## src/rtl/bus_master_port.sv

```systemverilog
// Serial bus master port: wins the bus, shifts address and write data out LSB first, collects read data.
// Define BUS_TIMEOUT_EN to abort transactions that stall for TIMEOUT consecutive cycles.
module bus_master_port #(
  parameter int DATA_WIDTH = 8,
  parameter int ADDR_WIDTH = 12,
  parameter int TIMEOUT    = 255
) (
  input  logic                  clk,
  input  logic                  reset,
  input  logic                  cmd_valid,
  output logic                  cmd_ready,
  input  logic                  cmd_write,
  input  logic [ADDR_WIDTH-1:0] cmd_addr,
  input  logic [DATA_WIDTH-1:0] cmd_wdata,
  output logic                  rsp_valid,
  output logic [DATA_WIDTH-1:0] rsp_rdata,
  output logic                  rsp_err,
  output logic                  bus_req,
  input  logic                  bus_grant,
  output logic                  bus_mode,
  output logic                  bus_out,
  output logic                  bus_out_valid,
  input  logic                  bus_in,
  input  logic                  bus_in_valid,
  input  logic                  slave_ready
);
  // state    | meaning
  // IDLE     | waiting for a command, cmd_ready high
  // REQ      | bus requested, waiting for grant
  // ADDR     | shifting address out
  // WAIT_SLV | waiting for slave to decode the address
  // WDATA    | shifting write data out
  // RDATA    | collecting read data bits
  // DONE     | one-cycle response pulse
  typedef enum logic [2:0] {IDLE, REQ, ADDR, WAIT_SLV, WDATA, RDATA, DONE} state_t;

  localparam int MAX_W = (ADDR_WIDTH > DATA_WIDTH) ? ADDR_WIDTH : DATA_WIDTH;
  localparam int CNT_W = $clog2(MAX_W + 1);

  if (TIMEOUT < 1) begin : g_timeout_check
    $error("TIMEOUT must be at least 1");
  end

  state_t                state;
  logic                  wr_q;
  logic [ADDR_WIDTH-1:0] addr_sh;
  logic [DATA_WIDTH-1:0] data_sh;
  logic [CNT_W-1:0]      bit_cnt;
  logic [DATA_WIDTH-1:0] rd_next;
  logic                  grant_lost;
  logic                  stall_expired;

  assign rd_next    = {bus_in, data_sh[DATA_WIDTH-1:1]};
  assign grant_lost = !bus_grant && (state inside {ADDR, WAIT_SLV, WDATA, RDATA});

`ifdef BUS_TIMEOUT_EN
  localparam int STALL_W = (TIMEOUT > 1) ? $clog2(TIMEOUT) : 1;

  logic [STALL_W-1:0] stall_left;
  logic               stalled;

  assign stalled = (state == REQ && !bus_grant) ||
                   (state == WAIT_SLV && !slave_ready) ||
                   (state == RDATA && !bus_in_valid);
  assign stall_expired = stalled && (stall_left == '0);

  // Reloaded on every non-stall cycle, so each stall run starts from a full budget.
  always_ff @(posedge clk or negedge reset) begin
    if (!reset) begin
      stall_left <= '0;
    end else if (!stalled) begin
      stall_left <= STALL_W'(TIMEOUT - 1);
    end else if (stall_left != '0) begin
      stall_left <= stall_left - STALL_W'(1);
    end
  end
`else
  assign stall_expired = 1'b0;
`endif

  always_ff @(posedge clk or negedge reset) begin
    if (!reset) begin
      state         <= IDLE;
      wr_q          <= 1'b0;
      addr_sh       <= '0;
      data_sh       <= '0;
      bit_cnt       <= '0;
      cmd_ready     <= 1'b1;
      rsp_valid     <= 1'b0;
      rsp_rdata     <= '0;
      rsp_err       <= 1'b0;
      bus_req       <= 1'b0;
      bus_mode      <= 1'b0;
      bus_out       <= 1'b0;
      bus_out_valid <= 1'b0;
    end else if (grant_lost || stall_expired) begin
      // Abort wins over any progress in the same cycle, including the last shift bit.
      state         <= DONE;
      rsp_valid     <= 1'b1;
      rsp_err       <= 1'b1;
      bus_req       <= 1'b0;
      bus_mode      <= 1'b0;
      bus_out       <= 1'b0;
      bus_out_valid <= 1'b0;
      bit_cnt       <= '0;
    end else begin
      case (state)
        IDLE: begin
          if (cmd_valid) begin
            wr_q      <= cmd_write;
            addr_sh   <= cmd_addr;
            data_sh   <= cmd_wdata;
            cmd_ready <= 1'b0;
            bus_req   <= 1'b1;
            state     <= REQ;
          end
        end
        REQ: begin
          if (bus_grant) begin
            state         <= ADDR;
            bus_mode      <= wr_q;
            bus_out       <= addr_sh[0];
            bus_out_valid <= 1'b1;
            addr_sh       <= addr_sh >> 1;
            bit_cnt       <= CNT_W'(1);
          end
        end
        ADDR: begin
          if (bit_cnt == CNT_W'(ADDR_WIDTH)) begin
            state         <= WAIT_SLV;
            bus_out       <= 1'b0;
            bus_out_valid <= 1'b0;
            bit_cnt       <= '0;
          end else begin
            bus_out <= addr_sh[0];
            addr_sh <= addr_sh >> 1;
            bit_cnt <= bit_cnt + CNT_W'(1);
          end
        end
        WAIT_SLV: begin
          if (slave_ready) begin
            if (wr_q) begin
              state         <= WDATA;
              bus_out       <= data_sh[0];
              bus_out_valid <= 1'b1;
              data_sh       <= data_sh >> 1;
              bit_cnt       <= CNT_W'(1);
            end else begin
              state   <= RDATA;
              bit_cnt <= '0;
            end
          end
        end
        WDATA: begin
          if (bit_cnt == CNT_W'(DATA_WIDTH)) begin
            state         <= DONE;
            rsp_valid     <= 1'b1;
            rsp_err       <= 1'b0;
            bus_req       <= 1'b0;
            bus_mode      <= 1'b0;
            bus_out       <= 1'b0;
            bus_out_valid <= 1'b0;
            bit_cnt       <= '0;
          end else begin
            bus_out <= data_sh[0];
            data_sh <= data_sh >> 1;
            bit_cnt <= bit_cnt + CNT_W'(1);
          end
        end
        RDATA: begin
          if (bus_in_valid) begin
            data_sh <= rd_next;
            if (bit_cnt == CNT_W'(DATA_WIDTH - 1)) begin
              state     <= DONE;
              rsp_rdata <= rd_next;
              rsp_valid <= 1'b1;
              rsp_err   <= 1'b0;
              bus_req   <= 1'b0;
              bus_mode  <= 1'b0;
              bit_cnt   <= '0;
            end else begin
              bit_cnt <= bit_cnt + CNT_W'(1);
            end
          end
        end
        DONE: begin
          state     <= IDLE;
          rsp_valid <= 1'b0;
          rsp_err   <= 1'b0;
          cmd_ready <= 1'b1;
        end
        default: state <= IDLE;
      endcase
    end
  end
endmodule

```

## config.mk

```make
export PLATFORM = sky130hd
export DESIGN_NAME = bus_master_port
export DESIGN_NICKNAME = d
export VERILOG_FILES = /design/src/rtl/bus_master_port.sv
export SDC_FILE = /design/constraint.sdc
export NUM_CORES = 1
export LEC_CHECK = 0
export ABC_AREA = 1
export ABC_CLOCK_PERIOD_IN_PS = 2400
export CAP_MARGIN = 30
export CORE_ASPECT_RATIO = 2
export CORE_MARGIN = 3
export CORE_UTILIZATION = 30
export CTS_CLUSTER_DIAMETER = 100
export DETAILED_ROUTE_END_ITERATION = 8
export HOLD_SLACK_MARGIN = 0.05
export SETUP_SLACK_MARGIN = 0.1
export SLEW_MARGIN = 20
export SYNTH_ARGS = -nofsm -noshare
export SYNTH_HDL_FRONTEND = slang
export SYNTH_SLANG_ARGS = --single-unit
```

## constraint.sdc

```tcl
create_clock -name clk -period 2.4 [get_ports clk]
set_input_delay 0.48 -clock clk [delete_from_list [all_inputs] [get_ports clk]]
set_output_delay 0.48 -clock clk [all_outputs]
set_load 0.01 [all_outputs]
```

==> implementation parameters <==
Parameter                              Value

Setup path
  Launching element type of the critical path ... register
  Worst endpoint data arrival time ... 2.10 ns
  Worst R2R Path Depth ... 9
  FF-to-FF Start ... state[1]
  Data required time of the worst path ... about 2.6 ns
  CP Launch Point ... state[1]
  Reg-to-reg endpoint ... bus_mode
  Crit path max fanout ... 10
  Class of the most critical setup path ... reg2reg
  Type of destination of the critical path ... register
  Worst R2R Setup Slack ... 0.48 ns

Logic synthesis
  Post-synthesis net count ... between 300 and 400
  Synthesis warning total ... 0
  Instance count of the mapped netlist ... 344
  Mapped cell area ... 2620 µm²
  Count of state elements after synthesis ... 43
  Sequential cell area fraction in the yosys report ... 41.2%
  Mapped Avg Cell Area ... approximately 7.6 µm²
  Distinct cell type count of the synthesized netlist ... 31

Floorplan
  Chip width ... 72.0 µm
  Die ar. ... around 9900 µm²
  Number of core rows ... 47
  I/O pin count ... 43
  Std-Cell Core Area ... roughly 8400 µm²
  Initial cell density of the core ... 31.1%
  Vertical extent of the die ... around 140 µm

STA
  Hold Vio Cnt, Final ... 0
  Slew Limit Fails ... 0
  Final number of setup-violating endpoints ... 0
  Final critical delay including setup and external delays ... ~1.9 ns
  RSZ-0062 raised after global routing ... no
  Worst max-slew margin expressed relative to the limit ... 63.9%
  Clock Skews ... a little under 0.005 ns
  Final period util ... 79.8%
  Sum of negative setup slack ... 0 ns
  Max Clock Freq ... roughly 520 MHz
  Worst-case setup margin in the final layout ... 0.484 ns
  Slew at the pin closest to its max-slew limit ... between 0.5 and 0.6 ns

Placement
  Worst setup slack after placement ... 0.405 ns
  Placed inst area ... 3110 µm²
  Count of input and output buffers ... 42
  Routability cong. ... 0.877
  Estimated wirelength of the detail-placed design ... 5.25 mm
  Total placed cells including tap cells ... approximately 480

Drt
  Routed length per placed instance ... 13.5 µm
  Detailed-route wire length on metal 1 ... between 2 and 2.5 mm
  Initial DRC Count ... slightly below 90
  First-pass iteration count of the detailed router ... 4
  Overall routed net length ... 6.56 mm
  Per-cell via count in the routed design ... about 4.7
  Routed length on met3 ... about 110 µm
  Number of vias in the routed layout ... about 2,300
  Post-detailed-route count of antenna-violating nets ... 0
  Number of remaining DRC errors ... 0
  Detailed-routed wire length on met2 ... 3.80 mm
  Highest metal used ... met4

Clocking
  Clock slew at the register clock pins of the worst setup and hold paths ... ~0.06 ns
  Hold buffer count at CTS ... 0
  Post-CTS repair timing setup buffer count ... 0
  Clock Sinks ... 43
  Max H-tree Level ... 2
  Maximum clock path buffer count ... 2
  Clock tree from TritonCTS ... built
  Post-cts repair resize count ... 0
  Skew-Pair Late Insertion Delay ... 0.29 ns
  Master cell of the clock root buffer ... clkbuf_16
  Clock buffers created by TritonCTS ... 5

GRT
  Antenna violations before repair ... 0
  Pin count of the biggest net entering global routing ... 44
  Wire length of the first global-routing pass ... 10.9 mm
  GR Overflow Total ... 0
  Overall routing resource usage ... ~14%
  Vias in the first global route ... 2,359

Power and ir drop
  Lkg Pwr ... around 1.6 nW
  Power Density ... 1350 nW/µm²
  Maximum vdd drop ... 476 µV

Finish
  Fin cells ... between 400 and 500
  Nets ... 418
  Area growth syn-to-layout ... 25.5%
  Antenna Cells ... 0
  Post-Layout Inst Area ... 3280 µm²
  Post-layout util ... 39.1%
  Proportion of layout cells with a drive suffix above 1 ... 16.5%
  Leading cell type in the layout, fill and taps excluded ... nand2_1
  Fill count ... 884
  Leading cell types in the layout, fill and taps excluded ... nand2_1 (141), dfrtp_1 (42), clkdlybuf4s50_1 (41), inv_1 (27), nand3_1 (25)

Worst hold path
  Path category of the worst min-delay check ... in2async

Run
  Number of max-cap violations ... 0

Outcome
  Result of the run ... finished, final reports clean
[worst max-delay path, stage by stage (launching register included)]
cell,delay [ns]
dfrtp_1,0.67
inv_2,0.10
nand2_4,0.14
nand2_4,0.08
nand2_2,0.15
nand2_1,0.10
o21ai_0,0.32
inv_1,0.11
nand3_1,0.08
nand2_1,0.05
[kinds of logic after synthesis]
family / after synthesis / synth area share (%)
buffers and inverters: 47 / 9.33
xor gates and xnor gates: 2 / 0.670
DFF: 43 / 41.2
AOI/OAI and AO/OA: 37 / 8.85
adders and majority gates: 2 / 0.956
and+or+nand+nor: 213 / 39.0
[registers in the layout, indices dropped and copies added, names as in the netlist]
| signal | cells |
|---|---|
| state | 3 |
| data_sh | 8 |
| wr_q | 1 |
| bus_out_valid | 1 |
| rsp_err | 1 |
| addr_sh | 12 |
| bus_req | 1 |
| rsp_rdata | 8 |
| bus_out | 1 |
| cmd_ready | 1 |
| bus_mode | 1 |
| bit_cnt | 4 |
| rsp_valid | 1 |
[how the worst max path moves through the flow]
stage | slack (ns) | depth (start not counted) | endpoint
final | 0.48 | 9 | bus_mode
after global placement | 0.40 | 10 | state[1]
after global routing | 0.36 | 10 | bit_cnt[0]
after floorplan | 0.92 | 12 | state[0]
after detailed placement | 0.41 | 8 | addr_sh[11]
after CTS | 0.46 | 9 | data_sh[2]
[stage by stage]
stage / total power [W] / hold WS [ns]
after global routing: 0.00483 / 0.297
after global placement: 0.00362 / 0.454
final: 0.00443 / 0.253
after floorplan: 0.00310 / 0.184
after detailed placement: 0.00367 / 0.457
after CTS: 0.00449 / 0.280
[cell type report]
| cell class | instances | area, µm² | area share [%] |
|---|---|---|---|
| sequential | 43 | 1080 | 32.8 |
| timing repair buffer | 48 | 473 | 14.4 |
| clock inverter | 2 | 35.0 | 1.07 |
| tap | 98 | 123 | 3.73 |
| inverter | 36 | 143 | 4.34 |
| clock buffer | 6 | 139 | 4.23 |
| multi-input combinational | 254 | 1290 | 39.4 |
[where the power goes]
part | switching [W] | total (W) | internal, W
clock network | 0.000282 | 0.000799 | 0.000517
logic | 0.00154 | 0.00242 | 0.000879
registers | 0.000211 | 0.00122 | 0.00100
[synth_stat cells (all sizes together)]
| cell type | count | area share (%) |
|---|---|---|
| inv | 36 | 5.5 |
| nand4 | 3 | 0.96 |
| dfrtp | 42 | 40 |
| dfstp | 1 | 1.0 |
| a31oi | 2 | 0.48 |
| or2 | 1 | 0.33 |
| nor2 | 26 | 6.8 |
| o21ai | 34 | 8.1 |
| xor2 | 2 | 0.67 |
| nand2 | 154 | 24 |
| ha | 2 | 0.96 |
| o31ai | 1 | 0.29 |
| nand3 | 29 | 6.6 |
| dlymetal6s2s | 1 | 0.48 |
| buf | 10 | 3.4 |
[routing by layer]
metal | up-vias | global-route usage, %
met1 | 1053 | 13.0
met4 | 0 | 9.71
met3 | 21 | 2.33
met5 | - | 0
li1 | 1158 | -
met2 | 33 | 26.8
Note: power is estimated with default switching activity, not from simulation.
